===== src/rtl/keypad_pkg.sv =====
// Shared types and constants for the keypad lock controller.
package keypad_pkg;

  typedef enum logic [2:0] {
    ST_IDLE    = 3'd0,
    ST_ENTRY   = 3'd1,
    ST_CHECK   = 3'd2,
    ST_OPEN    = 3'd3,
    ST_DENY    = 3'd4,
    ST_LOCKOUT = 3'd5,
    ST_PROG    = 3'd6
  } state_e;

  localparam logic [3:0] KEY_CLR  = 4'hA;
  localparam logic [3:0] KEY_PROG = 4'hB;
  localparam logic [3:0] KEY_BS   = 4'hE;
  localparam logic [3:0] KEY_ENT  = 4'hF;

  // Clock cycles spanned by a given number of milliseconds.
  function automatic int unsigned ms_to_ticks(input int unsigned clk_hz, input int unsigned ms);
    return (clk_hz / 1000) * ms;
  endfunction

endpackage


===== src/rtl/keypad_ms_tick.sv =====
// Free-running divider: one-cycle tick every DIV clocks.
module keypad_ms_tick #(
  parameter int unsigned DIV = 50_000
) (
  input  logic clk,
  input  logic rst_n,
  output logic tick
);
  localparam int unsigned CW = (DIV > 1) ? $clog2(DIV) : 1;

  logic [CW-1:0] cnt;

  assign tick = (cnt == CW'(DIV - 1));

  always_ff @(posedge clk) begin
    if (!rst_n)    cnt <= '0;
    else if (tick) cnt <= '0;
    else           cnt <= cnt + CW'(1);
  end
endmodule


===== src/rtl/keypad_lock_ctrl.sv =====
// Keypad lock sequencer: entry buffer, password store, attempt counter and ms timers.
module keypad_lock_ctrl
  import keypad_pkg::*;
#(
  parameter int unsigned CLK_FREQ_HZ      = 50_000_000,
  parameter int unsigned PW_LEN           = 5,
  parameter logic [4*PW_LEN-1:0] DEFAULT_PW = 20'h14321,
  parameter int unsigned MAX_ATTEMPTS     = 3,
  parameter int unsigned UNLOCK_MS        = 5000,
  parameter int unsigned DENY_MS          = 1000,
  parameter int unsigned LOCKOUT_MS       = 30000,
  parameter int unsigned ENTRY_TIMEOUT_MS = 10000
) (
  input  logic       CLK,
  input  logic       RST_N,
  input  logic       key_valid,
  input  logic [3:0] key_code,
  output logic       unlock,
  output logic       deny,
  output logic       lockout,
  output logic       prog_mode,
  output logic [3:0] digit_cnt,
  output logic [3:0] last_digit,
  output logic [3:0] fail_cnt,
  output logic [2:0] state_o
);
  localparam int unsigned T_A   = (UNLOCK_MS > DENY_MS) ? UNLOCK_MS : DENY_MS;
  localparam int unsigned T_B   = (LOCKOUT_MS > ENTRY_TIMEOUT_MS) ? LOCKOUT_MS : ENTRY_TIMEOUT_MS;
  localparam int unsigned T_MAX = (T_A > T_B) ? T_A : T_B;
  localparam int unsigned TW    = $clog2(T_MAX + 1);

  state_e                   state, state_n;
  logic [PW_LEN-1:0][3:0]   ebuf, ebuf_d, pw, pw_d;
  logic [3:0]               cnt, cnt_n, fail, fail_n, fail_inc;
  logic [TW-1:0]            ms_cnt, limit;
  logic                     tick, timed, expire, restart, is_digit;

  keypad_ms_tick #(.DIV(ms_to_ticks(CLK_FREQ_HZ, 1))) u_tick (
    .clk   (CLK),
    .rst_n (RST_N),
    .tick  (tick)
  );

  assign is_digit = (key_code <= 4'd9);
  assign fail_inc = (fail == 4'hF) ? fail : fail + 4'd1;
  assign timed    = (state != ST_IDLE) && (state != ST_CHECK);

  always_comb begin
    case (state)
      ST_OPEN:    limit = TW'(UNLOCK_MS);
      ST_DENY:    limit = TW'(DENY_MS);
      ST_LOCKOUT: limit = TW'(LOCKOUT_MS);
      default:    limit = TW'(ENTRY_TIMEOUT_MS);
    endcase
  end

  // Expiry is evaluated before key handling so a same-cycle key loses.
  assign expire = timed && tick && (ms_cnt >= limit - TW'(1));

  always_comb begin
    state_n = state;
    ebuf_d  = ebuf;
    pw_d    = pw;
    cnt_n   = cnt;
    fail_n  = fail;
    restart = 1'b0;
    case (state)
      ST_IDLE:
        if (key_valid && is_digit) begin
          ebuf_d[0] = key_code;
          cnt_n     = 4'd1;
          state_n   = ST_ENTRY;
        end
      ST_ENTRY, ST_PROG:
        if (expire) begin
          ebuf_d  = '1;
          cnt_n   = '0;
          state_n = ST_IDLE;
        end else if (key_valid) begin
          if (is_digit) begin
            if (cnt < 4'(PW_LEN)) begin
              for (int i = 0; i < PW_LEN; i++)
                if (i == int'(cnt)) ebuf_d[i] = key_code;
              cnt_n   = cnt + 4'd1;
              restart = 1'b1;
            end
          end else if (key_code == KEY_BS) begin
            if (cnt != 4'd0) begin
              for (int i = 0; i < PW_LEN; i++)
                if (i + 1 == int'(cnt)) ebuf_d[i] = 4'hF;
              cnt_n   = cnt - 4'd1;
              restart = 1'b1;
            end
          end else if (key_code == KEY_CLR) begin
            ebuf_d  = '1;
            cnt_n   = '0;
            state_n = (state == ST_ENTRY) ? ST_IDLE : ST_OPEN;
          end else if (key_code == KEY_ENT) begin
            if (state == ST_PROG) begin
              if (cnt == 4'(PW_LEN)) pw_d = ebuf;
              ebuf_d  = '1;
              cnt_n   = '0;
              state_n = ST_OPEN;
            end else if (cnt == 4'(PW_LEN)) begin
              state_n = ST_CHECK;
            end else begin
              ebuf_d  = '1;
              cnt_n   = '0;
              fail_n  = fail_inc;
              state_n = ST_DENY;
            end
          end
        end
      // Buffer is held through CHECK so the compare sees the full entry.
      ST_CHECK: begin
        ebuf_d = '1;
        cnt_n  = '0;
        if (ebuf == pw) begin
          fail_n  = '0;
          state_n = ST_OPEN;
        end else begin
          fail_n  = fail_inc;
          state_n = ST_DENY;
        end
      end
      ST_OPEN:
        if (expire) state_n = ST_IDLE;
        else if (key_valid && key_code == KEY_PROG) begin
          ebuf_d  = '1;
          cnt_n   = '0;
          state_n = ST_PROG;
        end
      ST_DENY:
        if (expire) state_n = (fail >= 4'(MAX_ATTEMPTS)) ? ST_LOCKOUT : ST_IDLE;
      ST_LOCKOUT:
        if (expire) begin
          fail_n  = '0;
          state_n = ST_IDLE;
        end
      default: state_n = ST_IDLE;
    endcase
  end

  always_ff @(posedge CLK) begin
    if (!RST_N) begin
      state  <= ST_IDLE;
      ebuf   <= '1;
      pw     <= DEFAULT_PW;
      cnt    <= '0;
      fail   <= '0;
      ms_cnt <= '0;
    end else begin
      state <= state_n;
      ebuf  <= ebuf_d;
      pw    <= pw_d;
      cnt   <= cnt_n;
      fail  <= fail_n;
      if (state_n != state || restart) ms_cnt <= '0;
      else if (tick && ms_cnt != '1)   ms_cnt <= ms_cnt + TW'(1);
    end
  end

  always_comb begin
    last_digit = 4'hF;
    for (int i = 0; i < PW_LEN; i++)
      if (i + 1 == int'(cnt)) last_digit = ebuf[i];
  end

  assign unlock    = (state == ST_OPEN) || (state == ST_PROG);
  assign deny      = (state == ST_DENY);
  assign lockout   = (state == ST_LOCKOUT);
  assign prog_mode = (state == ST_PROG);
  assign digit_cnt = cnt;
  assign fail_cnt  = fail;
  assign state_o   = state;
endmodule

===== config.mk =====
export PLATFORM = sky130hd
export DESIGN_NAME = keypad_lock_ctrl
export DESIGN_NICKNAME = d
export VERILOG_FILES = /design/src/rtl/keypad_pkg.sv /design/src/rtl/keypad_ms_tick.sv /design/src/rtl/keypad_lock_ctrl.sv
export SDC_FILE = /design/constraint.sdc
export NUM_CORES = 1
export LEC_CHECK = 0
export CAP_MARGIN = 20
export CORE_AREA = 2 2 97 99
export DETAILED_ROUTE_END_ITERATION = 10
export DIE_AREA = 0 0 99 101
export GPL_ROUTABILITY_DRIVEN = 0
export GPL_TIMING_DRIVEN = 0
export PLACE_DENSITY = 0.73
export SKIP_CTS_REPAIR_TIMING = 1
export SLEW_MARGIN = 0
export SYNTH_ARGS = -nofsm -noshare
export SYNTH_HDL_FRONTEND = slang
export SYNTH_SLANG_ARGS = --single-unit

===== constraint.sdc =====
create_clock -name CLK -period 6.9 [get_ports CLK]
set_input_delay 0.69 -clock CLK [delete_from_list [all_inputs] [get_ports CLK]]
set_output_delay 0.69 -clock CLK [all_outputs]
set_load 0.005 [all_outputs]

==> metrics.txt <==
final slew viol count=0; Hold Crit Depth=2; CP max stage cell=nor3_1; Die Wd=roughly 100 um; worst hold start=pw[11]; Metal-1 WL=5470 um; metal2 WL=between 5000 and 6000 um; Final setup viols=0; Post-Syn Instances=~630; antenna violations before repair=0; critical path class=register to register; Area growth, synth to finish=11.8%; reg2reg path depth=15; pre-CTS setup slack=2990 ps; Worst R2R End=ebuf[15]; post-route DRC violation count=0; first-pass GRT wire length=20100 um; most used cell, CP=a21oi_1; Arrival @ worst endpoint=4270 ps; CTS root buf=clkbuf_8; Synth Net Count=approximately 650; post-synthesis register bit count=around 80; IO Pins=26; final setup TNS=0 ps; DIE HEIGHT=around 100 um; number of CTS-inserted buffers=9; DR WL met3=approximately 560 um; vias in the first global route=4207; average size of a mapped cell=~7.7 um^2; Placed Instances=760; fin cells=slightly below 800; Startpoint Class=register; full die area=between 0.009 and 0.01 mm^2; Power Total=992 uW; worst-case clock buffer depth=2; setup ws final=around 2900 ps; PortBufs=22; PD cells=around 180 mW/mm^2; cell family with most CP delay=compound AO/OA/AOI/OAI gates; synthesized area=a little under 0.005 mm^2; number of fillers in the final layout=805; worst clock skew=just over 7 ps; # nets final=685; Max-cap violations=0; Pleak=roughly 0.002 uW; Routed WL=between 10000 and 15000 um; H-Tree Depth=3; Initial Util=53.9%; Critical Path Sink Type=register; Ant. Diodes=0; min cycle time layout=around 4000 ps; Vias/cell=5.78; hold path endpoint=pw[11]; r2r setup slk=2860 ps; drt wl/cell=roughly 15 um; WP buf/inv=4; Clock Latency Late Sink=~370 ps; clock sinks=82; slowest stage delay, CP=around 480 ps; RR Startpoint=state_o[1]; worst-path fanout max=10; ys flop type=dfxtp_1; max layer used=met4; row count=35; status=finished clean; Worst VDD drop=~0.11 mV; Rel. slew slack=~50%; First DRT Iteration DRCs=~300; ordered cell list for the critical path=clkbuf_1 > clkbuf_1 > nor2b_1 > a21oi_1 > inv_1 > ha_1 > a21oi_1 > o21ai_0 > a21oi_1 > a211o_1 > buf_6 > a211oi_1 > nor3_1 > o21ai_1 > mux2i_1; Tot GR Track Use=roughly a quarter; Post-DRT Antenna Nets=0; Seq/Total Area, Yosys=around a third; Worst-Margin Slew=744 ps; Pre-antenna DRT Iters=6; GR Overflow Total=0; Hold WC Path Type=register to register; number of synthesized flops with an enable pin=0; final hold viol count=0; Unique masters post-synth=66; Peak Freq=about 250 MHz; Synth Warn #=0; share of post-route cells with drive strength above 1=approximately 5.7%; Via Count=between 4000 and 5000; TritonCTS clock tree=built; Reg clk slew, reported paths=about 90 ps; DP HPWL=roughly 8700 um; Async S/R FF share, synth=0%; largest net degree at the start of global routing=16; period utilisation layout=between 50% and 60%; core region area=0.00898 mm^2; RSZ-0062 raised after global routing=false; Worst Path Required=between 7000 and 8000 ps
==> power by group <==
part / internal, uW / total, uW / leakage, uW / switching, uW
clock network: 181 / 370 / 0.000103 / 189
logic: 48.3 / 123 / 0.00125 / 74.9
registers: 484 / 499 / 0.000664 / 15.0
total: 713 / 992 / 0.00202 / 279
==> area by class of cell <==
class / instances / area [um^2] / share of cell area [%]
Sequential cell: 82 / 1640 / 30.3
Timing Repair Buffer: 22 / 220 / 4.07
Tap cell: 111 / 139 / 2.57
Buffer: 30 / 138 / 2.54
Clock buffer: 10 / 138 / 2.54
Multi-Input combinational cell: 485 / 2950 / 54.5
Clock inverter: 6 / 72.6 / 1.34
Inverter: 30 / 113 / 2.08
==> registers in the layout, summed over array words and instances, names as in the netlist <==
name / cells
fail_cnt: 4
ebuf: 20
pw: 20
u_tick.cnt: 16
digit_cnt: 4
state_o: 3
ms_cnt: 15
==> worst max path at each step <==
| stage | start | to | slack (ps) | cells past startpoint |
|---|---|---|---|---|
| final | state_o[1] | ebuf[15] | 2860 | 15 |
| after global routing | state_o[1] | ebuf[7] | 2500 | 15 |
| after CTS | state_o[0] | ebuf[7] | 2950 | 13 |
| after detailed placement | state_o[0] | ebuf[15] | 2990 | 13 |
| after global placement | state_o[1] | ebuf[15] | 2970 | 14 |
| after floorplan | state_o[1] | digit_cnt[2] | 3550 | 16 |
==> logic make-up (layout without fill, tap and decap cells) <==
family	count (synthesis)	count (layout)	share of synthesized area [%]
simple gates	278	278	27.4
other cells	2	2	0.155
flops	82	82	33.9
compound gates	121	121	16.2
buf+inv	60	98	5.17
mux	23	23	4.78
xor+xnor	43	43	7.78
fa+ha+maj	18	18	4.65
==> cells in the final DEF, fill, tap and decap left out, types with 4 or more instances in the layout <==
cell type        count
nor2_1             101
dfxtp_1             82
nand2_1             74
a21oi_1             46
xor2_1              31
inv_1               28
clkbuf_1            22
nand3_1             22
mux2i_1             22
clkdlybuf4s50_1     22
o21ai_0             21
ha_1                18
nor3_1              14
o22ai_1             12
xnor2_1             12
nor2b_1             11
or3_1               11
nand4_1             10
clkbuf_8            10
nor4_1               8
a31oi_1              6
buf_2                5
nand2b_1             5
a32oi_1              4
and3_1               4
o21a_1               4
o211ai_1             4
==> routing by layer <==
layer / up-vias / track usage (%)
li1: 2232 / -
met1: 2105 / 33.9
met2: 125 / 39.9
met3: 22 / 3.68
met4: 0 / 8.85
met5: - / 0
==> worst register-to-register path: stages (launching register included) <==
cell	delay, ps
dfxtp_1	330
clkbuf_1	280
clkbuf_1	360
nor2b_1	310
a21oi_1	180
inv_1	130
ha_1	250
a21oi_1	160
o21ai_0	110
a21oi_1	300
a211o_1	190
buf_6	150
a211oi_1	100
nor3_1	480
o21ai_1	380
mux2i_1	200
==> synthesized netlist by cell type, types with 4 or more instances <==
cell type,n,area share (%)
a21oi_1,46,4.8
a31oi_1,6,0.78
a32oi_1,4,0.72
and3_1,4,0.52
buf_2,5,0.52
clkbuf_1,22,1.7
dfxtp_1,82,34
ha_1,18,4.7
inv_1,28,2.2
mux2i_1,22,4.5
nand2_1,74,5.7
nand2b_1,5,0.65
nand3_1,22,2.3
nand4_1,10,1.3
nor2_1,101,7.8
nor2b_1,11,1.4
nor3_1,14,1.4
nor4_1,8,1.0
o211ai_1,4,0.62
o21a_1,4,0.62
o21ai_0,21,2.2
o22ai_1,12,1.6
or3_1,11,1.4
xnor2_1,12,2.2
xor2_1,31,5.6
==> metrics by stage <==
step / hold WS [ps] / utilization, % / instance area (um^2)
global placement: 441 / 57.9 / 5200
detailed placement: 452 / 57.9 / 5200
global route: 486 / 60.3 / 5410
floorplan: 426 / - / 4840
finish: 470 / 60.3 / 5410
CTS: 471 / 60.3 / 5410
No activity file was read; power rests on OpenSTA's default activity.
